**config.mk**
```make
export PLATFORM = sky130hd
export DESIGN_NAME = pc_stack
export DESIGN_NICKNAME = d
export VERILOG_FILES = /design/src/rtl/pc_stack_pkg.sv /design/src/rtl/lifo_stack.sv /design/src/rtl/pc_stack.sv
export SDC_FILE = /design/constraint.sdc
export NUM_CORES = 1
export LEC_CHECK = 0
export ABC_CLOCK_PERIOD_IN_PS = 5300
export CORE_ASPECT_RATIO = 1.75
export CORE_MARGIN = 2
export CORE_UTILIZATION = 43
export CTS_CLUSTER_DIAMETER = 50
export DETAILED_ROUTE_END_ITERATION = 7
export MAX_ROUTING_LAYER = met4
export PLACE_DENSITY_LB_ADDON = 0.25
export SYNTH_ARGS = -nofsm -noshare
export SYNTH_HDL_FRONTEND = slang
export SYNTH_SLANG_ARGS = --single-unit
```
**constraint.sdc**
```tcl
create_clock -name clk -period 5.3 [get_ports clk]
set_clock_uncertainty 0.2 [all_clocks]
set_input_delay 0.53 -clock clk [delete_from_list [all_inputs] [get_ports clk]]
set_output_delay 0.53 -clock clk [all_outputs]
set_load 0.01 [all_outputs]
```
**src/rtl/pc_stack_pkg.sv**
```systemverilog
// Shared types and helpers for the program counter with return-address stack.
// Holds the operation encoding, its priority decoder and the stack-pointer width rule.
package pc_stack_pkg;

    typedef enum logic [2:0] {
        OP_HOLD,
        OP_INC,
        OP_LOAD,
        OP_RET,
        OP_CALL,
        OP_CLR
    } op_t;

    // The pointer must be able to count 0..depth inclusive.
    function automatic int sp_width(input int depth);
        return $clog2(depth + 1);
    endfunction

    // Only the highest-priority control bit is honoured in a cycle.
    function automatic op_t decode_op(input logic clr, input logic call, input logic ret,
                                      input logic load, input logic inc);
        if (clr)       return OP_CLR;
        else if (call) return OP_CALL;
        else if (ret)  return OP_RET;
        else if (load) return OP_LOAD;
        else if (inc)  return OP_INC;
        else           return OP_HOLD;
    endfunction

endpackage

```
**src/rtl/lifo_stack.sv**
```systemverilog
// Return-address LIFO: push ignored when full, pop ignored when empty.
// dout always shows the top entry; the entry array itself is never reset.
module lifo_stack
    import pc_stack_pkg::*;
#(
    parameter int  W     = 16,
    parameter int  DEPTH = 4,
    localparam int SP_W  = sp_width(DEPTH)
) (
    input  logic            clk,
    input  logic            rst,
    input  logic            clr,
    input  logic            push,
    input  logic            pop,
    input  logic [W-1:0]    din,
    output logic [W-1:0]    dout,
    output logic [SP_W-1:0] sp,
    output logic            full,
    output logic            empty
);

    logic [W-1:0] mem [DEPTH];

    assign full  = (sp == SP_W'(DEPTH));
    assign empty = (sp == '0);

    // Synchronous flush wins over push, which wins over pop.
    always_ff @(posedge clk or posedge rst) begin
        if (rst)                sp <= '0;
        else if (clr)           sp <= '0;
        else if (push && !full) sp <= sp + SP_W'(1);
        else if (pop && !empty) sp <= sp - SP_W'(1);
    end

    always_ff @(posedge clk) begin
        for (int i = 0; i < DEPTH; i++) begin
            if (!clr && push && !full && sp == SP_W'(i))
                mem[i] <= din;
        end
    end

    always_comb begin
        dout = '0;
        for (int i = 0; i < DEPTH; i++) begin
            if (sp == SP_W'(i + 1))
                dout = mem[i];
        end
    end

endmodule

```
**src/rtl/pc_stack.sv**
```systemverilog
// Program counter with clr/load/inc plus call/ret through a hardware return stack.
// out, sp and the sticky error flags are all registered.
module pc_stack
    import pc_stack_pkg::*;
#(
    parameter int  W     = 16,
    parameter int  DEPTH = 4,
    localparam int SP_W  = sp_width(DEPTH)
) (
    input  logic            clk,
    input  logic            rst,
    input  logic            clr,
    input  logic            inc,
    input  logic            load,
    input  logic            call,
    input  logic            ret,
    input  logic [W-1:0]    in,
    output logic [W-1:0]    out,
    output logic [SP_W-1:0] sp,
    output logic            full,
    output logic            empty,
    output logic            overflow,
    output logic            underflow
);

    op_t          op;
    logic [W-1:0] top;
    logic [W-1:0] next_pc;

    assign op      = decode_op(clr, call, ret, load, inc);
    assign next_pc = out + W'(1);

    lifo_stack #(.W(W), .DEPTH(DEPTH)) u_stack (
        .clk   (clk),
        .rst   (rst),
        .clr   (op == OP_CLR),
        .push  (op == OP_CALL),
        .pop   (op == OP_RET),
        .din   (next_pc),
        .dout  (top),
        .sp    (sp),
        .full  (full),
        .empty (empty)
    );

    // A call on a full stack still jumps; only the return address is lost.
    always_ff @(posedge clk or posedge rst) begin
        if (rst) begin
            out       <= '0;
            overflow  <= 1'b0;
            underflow <= 1'b0;
        end else begin
            case (op)
                OP_CLR: begin
                    out       <= '0;
                    overflow  <= 1'b0;
                    underflow <= 1'b0;
                end
                OP_CALL: begin
                    out <= in;
                    if (full) overflow <= 1'b1;
                end
                OP_RET: begin
                    if (empty) underflow <= 1'b1;
                    else       out <= top;
                end
                OP_LOAD: out <= in;
                OP_INC:  out <= next_pc;
                default: ;
            endcase
        end
    end

endmodule

```
Yosys cells after proc, flatten, opt, wreduce, memory -nomap -nowiden
Memory sizes are Yosys's and may differ from the RTL's. Cells that the tools add are included.

$add $sub $neg: 3. Eq/ne operators: 12. Muxes and demuxes: 35. Reduce and logical (&&, ||, !) cells: 23.

Operator list (count): $mux 16 (8); $pmux 16 s4 (1); $reduce_or 16->1 (3); $add 16x1->16 const B (1); $mux 3 (5); $mux 1 (14); $eq 3x2->1 const B (4); $mux 2 (5); $eq 3x3->1 const B (3); $logic_and 1x1->1 (8); $eq 3x1->1 const B (2); $ne 2x2->1 const B (3); $reduce_and 2->1 (3); $pmux 1 s2 (2); $reduce_bool 2->1 (2); $reduce_bool 4->1 (1); $add 3x1->3 const B (1); $logic_not 1->1 (3); $logic_not 3->1 (1); $reduce_bool 3->1 (1); $sub 3x1->3 const B (1); $reduce_or 2->1 (1).

Flip-flop bits (word level): 21. Memory bits (writable): 64. Output and inout bits: 23. Word-level logic and storage cells: 78. Memories kept: 1.

Memories: u_stack.mem (depth 4, bits a word 16, read ports 4, clocked after memory_dff 0, write ports 1, RTL line lifo_stack.sv:22) `logic [W-1:0] mem [DEPTH];`.

Depth between registers and ports, before layout
Depth after elaboration: 16. Gate-level depth with buffers: 10.

By module
From an unflattened synthesis, not the netlist that was laid out.

Cells, all modules: 334. Area, all modules: 4179.0 µm².

Modules (own cells, without submodules): lifo_stack (times used 1, cells each 182, area each 2889.0 µm², sequential area each 1996.9 µm²); pc_stack (times used 1, cells each 152, area each 1290.0 µm², sequential area each 450.4 µm²).

Least setup slack after synthesis
No wires, ideal clock.

Path kind: register to register. Start point: reg u_stack.sp[2]. End point: mem u_stack.mem[3][0] (enable). Library setup time: 0.413 ns. Arrival time: 2.871 ns. Data required time: 4.687 ns. Path slack: 1.816 ns. Cell stages (with the launch flop): 8. Path buffers: 4. Clock period less this slack: 3.484 ns. Cell sequence: dfrtp_1 clkbuf_1 clkbuf_1 inv_1 ha_1 clkbuf_1 clkbuf_1 nor3b_1.

Word-level cells in the longest chain between the ends: 10. Elaborated cells between the ends (all ways): 28. Those cells by class: eq/ne: 4; mux: 14; reduce/logical: 10.

RTL lines: start, declared (RTL line lifo_stack.sv:17) `output logic [SP_W-1:0] sp,`; start signal, assigned (RTL line lifo_stack.sv:31) `else if (push && !full) sp <= sp + SP_W'(1);`; start signal, assigned (RTL line lifo_stack.sv:32) `else if (pop && !empty) sp <= sp - SP_W'(1);`; $eq 3x3->1 (RTL line lifo_stack.sv:24) `assign full = (sp == SP_W'(DEPTH));`; $logic_not 1->1 (RTL line lifo_stack.sv:37) `if (!clr && push && !full && sp == SP_W'(i))`; $logic_and 1x1->1 (2 in a row) (RTL line lifo_stack.sv:37); $mux 1 (RTL line lifo_stack.sv:37); $mux 1 (not written as such) (RTL line lifo_stack.sv:38) `mem[i] <= din;`; $reduce_or 16->1 (no line); $mux 2 (no line) / $mux 1 (equally long branches) (3 in a row); end, declared (RTL line lifo_stack.sv:22).

Several ways; a longest one is shown, not always the timed one.

Worst setup path after layout
Start point: reg u_stack.sp[0]. End point: out full.

Word-level cells in the longest chain between the ends: 1.

RTL lines: $eq 3x3->1 (RTL line lifo_stack.sv:24); end, declared (RTL line pc_stack.sv:20) `output logic full,`.

No other way between the ends.

==> flow_summary_export.csv <==
group,metric,value,unit
grt,track_usage,22.9,%
critical_path,r2r_end,"out[5]",
floorplan,die_area,10500,um2
clocking,cts_num_sinks,85,
grt,gr-total-overflow,0,
synth,synthCells,346,
cells_and_area,final_common_cell,"edfxtp_1",
synth,synth_area_per_cell,12.1,um2
timing,tns,0,ps
clocking,cts_made_buffers,9,
clocking,ctsHoldBuffers,0,
job,cap_violations,0,
detailed_routing,drt_iter0_drc,339,
cells_and_area,final_cell_mix,"edfxtp_1 (64), clkdlybuf4s50_1 (45), nand2_1 (29)",
worst_hold_path,worst_hold_path.endpoint,"underflow",
clocking,clk_transition_reported_paths,60,ps
critical_path,crit_required,4570,ps
synth,ys_seq_area_share,58.6,%
cells_and_area,fillers,824,
placement,place_hpwl,7.44,mm
run_status,status,"complete, no violations",
clocking,cts_tree,"built",
floorplan,core.rowCount,47,
detailed_routing,wire_per_inst,21.7,um
power_and_ir_drop,p_leak,1.74,nW
timing,worstMarginPinSlew,985,ps
placement,numPortBuffers,45,
synth,yosys_register_bits,85,
synth,synth_top_family_by_area,"compound AO/OA/AOI/OAI gates",
grt,antenna_found_initial,0,
worst_hold_path,holdCritPathClass,"reg -> reg",
floorplan,die-width,78.5,um
critical_path,end_kind,"primary output",
synth,synth-simple-area-share,14.1,%
power_and_ir_drop,peakVddDrop,0.251,mV
critical_path,crit_path_max_incr_delay,620,ps
critical_path,crit_slowest_cell,"clkdlybuf4s50_1",
cells_and_area,final_util,53.3,%
critical_path,crit_path_cell_trace,"inv_1 > ha_1 > nand2_1 > inv_1 > clkdlybuf4s50_1",
clocking,clockRootBuffer,"clkbuf_16",
synth,syn-num-nets,376,
detailed_routing,drc,0,
clocking,postCtsSetupRepairBufs,0,
floorplan,coreArea,9470,um2
critical_path,startpoint_type,"flop",
cells_and_area,drive_above_1_share,9.57,%
placement,gp_congestion,0.836,
synth,synth_top_area_cell,"edfxtp_1",
critical_path,ff2ff_setup_slack,2250,ps
synth,yosysWarningCount,0,
synth,synth_compound_area_share,17.2,%
timing,max_freq,259,MHz
synth,synthXorXnorAreaFrac,2.94,%
synth,synthAdderAreaFrac,2.10,%
floorplan,io_pins,46,
detailed_routing,wirelength,11.3,mm
floorplan,die_h,134,um
clocking,post_cts_resized,0,
timing,grt_setup_unrepaired,"false",
grt,grt_pass1_wl,17.4,mm
timing,drv_slew,0,
synth,synthesis.area,4180,um2
critical_path,worstPathMaxFanout,19,
timing,finalCritPeriodShare,72.8,%
critical_path,timing_worst_setup_path_type,"reg -> out",
timing,min_period,3860,ps
critical_path,crit_top_cell,"inv_1",
grt,first_global_vias,3117,
cells_and_area,num_antenna_cells,0,
critical_path,r2r_cells,7,
critical_path,reg2reg_from,"u_stack.sp[0]",
grt,grt_max_degree,23,
timing,hold_violations,0,
detailed_routing,via_per_inst,6.16,
synth,synth_top_area_share,46.0,%
timing,hold_ws,295,ps
synth,yosys-top-cells-area,"edfxtp_1 (46%), dfrtp_1 (13%), nand2_1 (2.6%)",
cells_and_area,syn_to_final_growth,20.9,%
critical_path,critPathArrivalTime,3130,ps
synth,synth_edf_count,64,
synth,synthMuxAreaShare,0.959,%
clocking,clk_path_buf_depth,2,
clocking,htreeDepth,3,
worst_hold_path,worst_hold_path.num_cells,2,
cells_and_area,nets,422,
synth,synth_cell_types,62,
synth,synth-main-ff-cell,"edfxtp_1",
worst_hold_path,hp-start,"underflow",
timing,finalSetupViolations,0,
clocking,clock_latency,330,ps
synth,async_flop_share,24.7,%
detailed_routing,dr.pass1.iters,5,
detailed_routing,num_vias,3197,
detailed_routing,antenna_left,0,
power_and_ir_drop,power_density,338,nW/um2
timing,slew_headroom,34.2,%
floorplan,start_util,44.1,%
## through the flow
step	worst slack (ps)	total power, mW	std cells	cell area (um2)
floorplan	1820	0.983	346	4180
global placement	1930	1.10	503	4760
detailed placement	1830	1.11	503	4760
CTS	1450	1.71	519	5050
global route	1190	1.77	519	5050
finish	1440	1.71	519	5050
## kinds of logic after synthesis
logic type / after synthesis
flip-flops: 85
multiplexers: 4
AND/OR/NAND/NOR: 105
XOR/XNOR: 14
buffers and inverters: 36
adder cells (fa/ha/maj): 7
AO/OA/AOI/OAI: 95
## sequential cells by signal (all words and copies together) (netlist names)
signal and flops:
overflow 1, u_stack.mem 64, out 16, underflow 1, u_stack.sp 3
## cell usage after synthesis, drive strengths merged (2+ instances only)
cell type  count
dfrtp         21
a222oi         2
a221oi         7
nor3          12
a221o          5
nand2         29
nand3b         5
a2111oi        4
o221ai         3
nand4          5
inv           17
or2            2
a211oi         6
xnor2         12
buf            7
o21bai         2
o211ai         2
a21oi         18
a211o          3
nor2          15
or3            6
a22o          10
o2111ai        3
clkbuf        11
o21ai          9
mux2i          4
nand2b         3
nand3          9
xor2           2
a32o           2
or4            3
a21o           3
nor4           7
ha             7
a22oi          3
o21a           5
edfxtp        64
nor3b          5
## power breakdown
group          total [mW]  switching, mW  internal (mW)
Clock               0.613          0.235          0.378
Sequential          0.806         0.0423          0.764
Combinational       0.290          0.161          0.129
## critical path, delay by kind of cell, from the launching register on
family,cells,cell delay [ps]
flip-flops,1,430
adder cells (fa/ha/maj),1,610
buffers and inverters,3,1170
AND/OR/NAND/NOR,1,580
## layer usage
layer | vias to the layer above | wire length (um) | global-route usage (%)
li1 | 1442 | - | -
met1 | 1588 | 4560 | 29.0
met3 | 23 | 659 | 3.36
met2 | 144 | 5730 | 36.6
met5 | - | 0 | -
met4 | 0 | 320 | 9.75
## cell type report
| class | count | area (um2) | area share [%] |
|---|---|---|---|
| sequential | 85 | 2450 | 48.5 |
| inverter | 18 | 67.6 | 1.34 |
| clock buffer | 14 | 254 | 5.03 |
| multi-input combinational | 225 | 1580 | 31.3 |
| clock inverter | 2 | 35.0 | 0.694 |
| tap | 122 | 153 | 3.02 |
| timing repair buffer | 53 | 510 | 10.1 |
## worst max path at each step
stage,cells after the start,slack [ps],endpoint,from
detailed placement,5,1830,full,u_stack.sp[0]
global placement,5,1930,full,u_stack.sp[0]
global route,5,1190,full,u_stack.sp[0]
CTS,5,1450,full,u_stack.sp[0]
finish,5,1440,full,u_stack.sp[0]
floorplan,7,1820,u_stack.mem[3][0],u_stack.sp[2]
Power figures use the tool's default switching activity.
